### src/rtl/hazard_pkg.sv
// hazard_pkg: shared constants, shadow-slot types and forwarding select helper for hazard_unit.
package hazard_pkg;

    localparam logic [1:0] FWD_RF          = 2'b00;
    localparam logic [1:0] FWD_WB          = 2'b01;
    localparam logic [1:0] FWD_MEM         = 2'b10;
    localparam logic [1:0] RESULT_SRC_LOAD = 2'b01;
    localparam logic [4:0] REG_ZERO        = 5'd0;

    typedef struct packed {
        logic [4:0] rs1;
        logic [4:0] rs2;
        logic [4:0] rd;
        logic       reg_write;
        logic       load;
    } ex_slot_t;

    typedef struct packed {
        logic [4:0] rd;
        logic       reg_write;
    } wb_slot_t;

    // M has priority over W; a write to x0 never forwards.
    function automatic logic [1:0] fwd_sel(input logic [4:0] rs, input wb_slot_t m, input wb_slot_t w);
        return (m.reg_write && m.rd != REG_ZERO && m.rd == rs) ? FWD_MEM :
               (w.reg_write && w.rd != REG_ZERO && w.rd == rs) ? FWD_WB : FWD_RF;
    endfunction

endpackage

### src/rtl/hazard_stage_reg.sv
// hazard_stage_reg: one shadow pipeline slot with sync active-low reset and sync clear.
module hazard_stage_reg #(
    parameter int W = 17
) (
    input  logic         clk,
    input  logic         reset,
    input  logic         clear,
    input  logic [W-1:0] d,
    output logic [W-1:0] q
);

    always_ff @(posedge clk)
        q <= (!reset || clear) ? '0 : d;

endmodule

### src/rtl/hazard_unit.sv
// hazard_unit: load-use stall, branch flush, E-stage forwarding and saturating event counters.
module hazard_unit
    import hazard_pkg::*;
#(
    parameter int CNT_W = 16
) (
    input  logic             clk,
    input  logic             reset,
    input  logic [4:0]       Rs1D,
    input  logic [4:0]       Rs2D,
    input  logic [4:0]       RdD,
    input  logic             RegWriteD,
    input  logic [1:0]       ResultSrcD,
    input  logic             PCSrcE,
    output logic             StallF,
    output logic             StallD,
    output logic             FlushD,
    output logic             FlushE,
    output logic [1:0]       ForwardAE,
    output logic [1:0]       ForwardBE,
    output logic [CNT_W-1:0] StallCount,
    output logic [CNT_W-1:0] FlushCount
);

    ex_slot_t e_d, e_q;
    wb_slot_t m_d, m_q, w_q;
    logic     lw_stall;

    assign e_d = '{rs1: Rs1D, rs2: Rs2D, rd: RdD, reg_write: RegWriteD,
                   load: ResultSrcD == RESULT_SRC_LOAD};
    assign m_d = '{rd: e_q.rd, reg_write: e_q.reg_write};

    hazard_stage_reg #(.W($bits(ex_slot_t))) u_e (
        .clk(clk), .reset(reset), .clear(FlushE), .d(e_d), .q(e_q)
    );
    hazard_stage_reg #(.W($bits(wb_slot_t))) u_m (
        .clk(clk), .reset(reset), .clear(1'b0), .d(m_d), .q(m_q)
    );
    hazard_stage_reg #(.W($bits(wb_slot_t))) u_w (
        .clk(clk), .reset(reset), .clear(1'b0), .d(m_q), .q(w_q)
    );

    always_comb begin
        lw_stall  = e_q.load && e_q.reg_write && e_q.rd != REG_ZERO &&
                    (e_q.rd == Rs1D || e_q.rd == Rs2D);
        StallF    = lw_stall && !PCSrcE;
        StallD    = StallF;
        FlushD    = PCSrcE;
        FlushE    = lw_stall || PCSrcE;
        ForwardAE = fwd_sel(e_q.rs1, m_q, w_q);
        ForwardBE = fwd_sel(e_q.rs2, m_q, w_q);
    end

    always_ff @(posedge clk)
        if (!reset) begin
            StallCount <= '0;
            FlushCount <= '0;
        end else begin
            if (StallD && !(&StallCount)) StallCount <= StallCount + CNT_W'(1);
            if (PCSrcE && !(&FlushCount)) FlushCount <= FlushCount + CNT_W'(1);
        end

endmodule
### config.mk
export PLATFORM = sky130hd
export DESIGN_NAME = hazard_unit
export DESIGN_NICKNAME = d
export VERILOG_FILES = /design/src/rtl/hazard_pkg.sv /design/src/rtl/hazard_stage_reg.sv /design/src/rtl/hazard_unit.sv
export SDC_FILE = /design/constraint.sdc
export NUM_CORES = 1
export LEC_CHECK = 0
export CAP_MARGIN = 20
export CORE_ASPECT_RATIO = 0.7
export CORE_UTILIZATION = 40
export DETAILED_ROUTE_END_ITERATION = 6
export MAX_ROUTING_LAYER = met4
export PLACE_DENSITY = 0.74
export SLEW_MARGIN = 10
export SYNTH_ARGS = -nofsm -noshare
export SYNTH_HDL_FRONTEND = slang
export SYNTH_HIERARCHICAL = 1
export SYNTH_SLANG_ARGS = --single-unit
### constraint.sdc
create_clock -name clk -period 3.4 [get_ports clk]
set_input_delay 0.51 -clock clk [delete_from_list [all_inputs] [get_ports clk]]
set_output_delay 0.51 -clock clk [all_outputs]
set_load 0.005 [all_outputs]
* After elaboration in Yosys (flattened, before gate mapping)
Index checks and enable logic that the tools add are counted.
** Operators by class
- Add/subtract/negate cells :: 2
- Equal/unequal tests :: 7
- Reduce and logical (&&, ||, !) cells :: 24
- Multiplexer cells :: 4
** Operators with widths (count)
- adder 16 x 1 -> 16 bit (second input constant) :: 2
- AND reduction 16 bit :: 2
- equality test 5 bit :: 6
- nonzero test 5 bit :: 3
- logical AND 1 bit :: 12
- zero test 1 bit :: 4
- 2-to-1 mux 2 bit :: 2
- logical OR 1 bit :: 3
- equality test 2 x 1 -> 1 bit (second input constant) :: 1
- 2-to-1 mux 1 bit :: 2
** Word-level totals
- Register bits after elaboration :: 61
- Input port bits :: 21
- Word-level logic and storage cells :: 42
- Output and inout port bits :: 40

* Longest topological paths before layout
- Word-level depth :: 5
- Depth in mapped cells :: 7
- Mapped depth without buffers :: 6

* Hierarchy
Netlist, hierarchy kept.
** Modules (own cells, without submodules)
- hazard_unit :: area an instance 2217.1 um^2, seq. area each 640.6 um^2, cells each 264, times used 1
- hazard_stage_reg at u_e :: area an instance 520.5 um^2, seq. area each 340.3 um^2, cells each 36, times used 1
- hazard_stage_reg at u_m ... :: area an instance 172.7 um^2, seq. area each 120.1 um^2, cells each 12, times used 2

* Least setup slack after synthesis
Ideal clock, no wire load.
- Kind :: input port to output port
- Start :: input port Rs2D[2]
- End :: output port StallF
- Buffers on the path :: 2
- Cell stages on the path :: 6
- Data arrival time :: 1542 ps
- Data required time :: 2890 ps
- Setup slack :: 1348 ps
- Path through :: xor2_1 > nor3_2 > a22oi_2 > buf_2 > nor3_1 > buf_4
** On the way
- Cells in the longest elaborated chain, start to end :: 4
** RTL lines
- from (decl) :: RTL line hazard_unit.sv:10 : input logic [4:0] Rs2D,
- equality test 5 bit :: RTL line hazard_unit.sv:45 : (e_q.rd == Rs1D || e_q.rd == Rs2D);
- logical OR 1 bit :: RTL line hazard_unit.sv:45
- logical AND 1 bit :: RTL line hazard_unit.sv:44 : lw_stall = e_q.load && e_q.reg_write && e_q.rd != REG_ZERO &&
- logical AND 1 bit :: RTL line hazard_unit.sv:46 : StallF = lw_stall && !PCSrcE;
- to (decl) :: RTL line hazard_unit.sv:15 : output logic StallF,
Every way passes these cells.

* Worst setup path after layout
- Start :: register u_m.q[2]
- End :: output port ForwardBE[0]
** On the way
- Cells in the longest elaborated chain, start to end :: 4
- Elaborated cells between the ends (all ways) :: 5
- Those cells by class :: 1 x eq/ne; 1 x mux; 3 x reduce/logical
** RTL lines
- from (decl) :: RTL line hazard_stage_reg.sv:9 : output logic [W-1:0] q
- from (signal assigned) :: RTL line hazard_stage_reg.sv:13 : q <= (!reset || clear) ? '0 : d;
- nonzero test 5 bit :: RTL line hazard_pkg.sv:25 : return (m.reg_write && m.rd != REG_ZERO && m.rd == rs) ? FWD_MEM :
- logical AND 1 bit :: RTL line hazard_pkg.sv:25
- logical AND 1 bit (*) :: RTL line hazard_pkg.sv:25
- 2-to-1 mux 2 bit (*) :: RTL line hazard_pkg.sv:25
- to (decl) :: RTL line hazard_unit.sv:20 : output logic [1:0] ForwardBE,
Mark *: on every way between the ends. The rest lies on a longest branch, timed or not.

==> flow_summary.toml <==
[run_status]
status = "finished, final reports clean"

[die]
start_util_pct = 41.7
top_level_ports = 61
die_w_um = 107
rows = 26
coreArea_sq_um = 7380
die_height_um = 75.5
fp.dieArea_sq_um = 8070

[drt]
dr_total_vias = 2611
dr.pass1.iters = 5
drt_iter0_drc = 123
drc_errors = 0
drt-vias-per-instance = 5.22
wl_per_cell_um = 14.6
ant_nets = 0
routed_wl_um = 7290

[timing]
setup_viol = 0
hold_viol_final = 0
max_freq_mhz = 333
drv_slew = 0
timing.setup.tns_ns = 0
whs_ns = 0.513
period_share_pct = 88.3
worst_clock_skew_ns = 0.0106
rsz0062_at_grt = "false"
max_slew_margin_pct = 61.8
tightest_slew_ns = 0.569
period_minus_slack_ns = 3.00

[setup_path]
cp_max_fo = 4
cp-startpoint = "u_m/q[2]"
crit_type = "reg -> out"
r2r_start = "StallCount[0]"
critPathLaunchType = "flop"
path_cells = "or4_1 -> o21ai_0 -> nor4_1 -> nor4_1 -> clkdlybuf4s50_1"
cp_data_arrival_time_ns = 2.49
slowest_delay_ns = 0.54
cp_slowest_cell = "clkdlybuf4s50_1"
critPathMostFrequentCell = "nor4_1"
endpoint_kind = "output port"
required_ns = 2.89

[global_route]
grt_pass1_wl_um = 11900
grt.total_usage_pct = 19.8
overflow = 0
antenna_found_initial = 0
grt_max_degree = 55
grt_pass1_vias = 2405

[layout]
final_layout_size_suffix_gt1_share_pct = 10.4
fillerInstances = 676
multiInputGateArea_sq_um = 1790
area.sequential_sq_um = 1220
nets = 420
final_core_util_pct = 54.5
area_delta_synth_final_pct = 30.6
antenna_cells = 0

[yosys]
synth_area_sq_um = 3080
synth_cell_types = 53
synthArstFlopShare_pct = 0
ys.flop_type = "dfxtp_1"
synth_seq_cells = 61
ys_warn_count = 6
ys_seq_area_share_pct = 39.6
avgSynthCellArea_sq_um = 9.52
synthCells = 324
synth-edff-count = 0

[clocking]
root_buffer = "clkbuf_8"
cts.sinks = 61
post_cts_resized = 0
worstSkewPairLatency_ns = 0.34
ctsHoldBuffers = 0
postCtsSetupRepairBufs = 0
numCtsBuffers = 9
cts_tree = "done"
clkTransAtPathRegs_ns = 0.08
clockBufferDepth = 2
htreeDepth = 3

[power]
p_leak_nw = 1.59
vdd_drop_max_mv = 0.203
total_power_mw = 1.65
powerDensity_nw_per_um2 = 409

[flow_run]
drv_cap = 0

[worst_hold_path]
worst_hold_startpoint = "StallCount[9]"
hp-class = "reg -> reg"

[placed_design]
port_buffers = 60
gp_congestion = 0.835
dpl.hpwl_um = 5330
[power breakdown]
group	switching, mW	internal (mW)
Sequential	0.0139	0.726
Clock	0.305	0.490
Combinational	0.0527	0.0579
Total	0.372	1.27
[Yosys cell counts (2+ instances only)]
cell      instances  area [sq um]
nor4_1            8          50.1
nand3b_1          2          15.0
or4_1            12          90.1
mux2i_1           6          60.1
buf_4             2          15.0
xnor2_1          10          87.6
and3_1            5          31.3
o31ai_1           9          67.6
inv_1             4          15.0
o31a_1            2          17.5
nor2_1           12          45.0
o311ai_0          2          17.5
or3_1             4          25.0
and3b_1          22           193
a31oi_1           2          12.5
and3b_2           7          70.1
nor3_2            3          30.0
ha_1              2          25.0
o21a_1            2          15.0
nand3_1          17          85.1
xor2_1           25           219
o211ai_1          3          22.5
nand2b_1         10          62.6
nor3_1            6          30.0
or2_2             2          12.5
a21oi_1          15          75.1
nand4_1           9          56.3
clkbuf_1          4          15.0
buf_6             5          56.3
nand2_1          19          71.3
dfxtp_1          61          1220
and4_1            2          17.5
o41ai_1           3          26.3
o21ai_0           7          35.0
buf_2             2          10.0
[kinds of logic (layout without fill, tap and decap cells)]
family,after synthesis,after routing,share of synthesized area (%)
fa+ha+maj,2,2,0.812
flops,61,61,39.6
buf+inv,18,85,3.73
xor+xnor,35,35,9.94
compound gates,49,49,11.2
mux,6,6,1.95
other cells,1,12,0.122
simple gates,152,152,32.6
[layout make-up]
class / count / area share, %
multi-input cells: 256 / 44.4
inverters: 5 / 0.466
well taps: 98 / 3.04
clock inverters: 7 / 3.04
repair buffers: 64 / 15.7
clock buffers: 9 / 3.08
flip-flops and latches: 61 / 30.3
[critical path, delay by kind of cell (launching register included)]
kind	cells	cell delay, ns
AND/OR/NAND/NOR	3	0.93
buffers and inverters	1	0.54
flip-flops	1	0.36
AO/OA/AOI/OAI	1	0.32
[metal layers]
layer / vias to the layer above / global-route usage, % / part of all wire, %
met5: - / - / 0
met4: 0 / 5.94 / 0.84
met3: 7 / 5.73 / 5.2
met2: 78 / 29.7 / 43
met1: 1190 / 26.0 / 51
li1: 1336 / - / -
[state kept, by name (all words and copies together) (netlist names)]
| signal | flops |
|---|---|
| FlushCount | 16 |
| u_e/q | 17 |
| StallCount | 16 |
| u_w/q | 6 |
| u_m/q | 6 |
[worst paths after layout]
path	endpoint	slack, ns	depth (start not counted)
worst min register to register	StallCount[9]	0.51	2
worst max register to register	StallCount[14]	1.45	6
worst max-delay path	ForwardBE[0]	0.40	5
worst min-delay path	StallCount[9]	0.51	2
[placed cells by master, fill, tap and decap left out, types with 2 or more instances in the layout]
| cell type | synthesis | routed |
|---|---|---|
| a21oi_1 | 15 | 15 |
| a31oi_1 | 2 | 2 |
| and3_1 | 5 | 5 |
| and3b_1 | 22 | 22 |
| and3b_2 | 7 | 7 |
| and4_1 | 2 | 2 |
| buf_4 | 2 | 4 |
| bufinv_16 | 0 | 3 |
| clkbuf_8 | 0 | 9 |
| clkdlybuf4s50_1 | 0 | 60 |
| clkinvlp_4 | 0 | 2 |
| conb_1 | 1 | 12 |
| dfxtp_1 | 61 | 61 |
| ha_1 | 2 | 2 |
| inv_1 | 4 | 4 |
| mux2i_1 | 6 | 6 |
| nand2_1 | 19 | 19 |
| nand2b_1 | 10 | 10 |
| nand3_1 | 17 | 17 |
| nand3b_1 | 2 | 2 |
| nand4_1 | 9 | 9 |
| nor2_1 | 12 | 12 |
| nor3_1 | 6 | 6 |
| nor3_2 | 3 | 3 |
| nor4_1 | 8 | 8 |
| o211ai_1 | 3 | 3 |
| o21a_1 | 2 | 2 |
| o21ai_0 | 7 | 7 |
| o311ai_0 | 2 | 2 |
| o31a_1 | 2 | 2 |
| o31ai_1 | 9 | 9 |
| o41ai_1 | 3 | 3 |
| or2_2 | 2 | 2 |
| or3_1 | 4 | 4 |
| or4_1 | 12 | 12 |
| xnor2_1 | 10 | 10 |
| xor2_1 | 25 | 25 |
[metrics by stage]
step	cells	worst slack (ns)	area, sq um
5_1_grt	500	0.249	4030
3_5_place_dp	484	0.675	3780
2_1_floorplan	335	1.35	3120
3_3_place_gp	484	0.768	3780
4_1_cts	500	0.359	4030
6_report	500	0.397	4030
(Power assumes the default switching activity.)
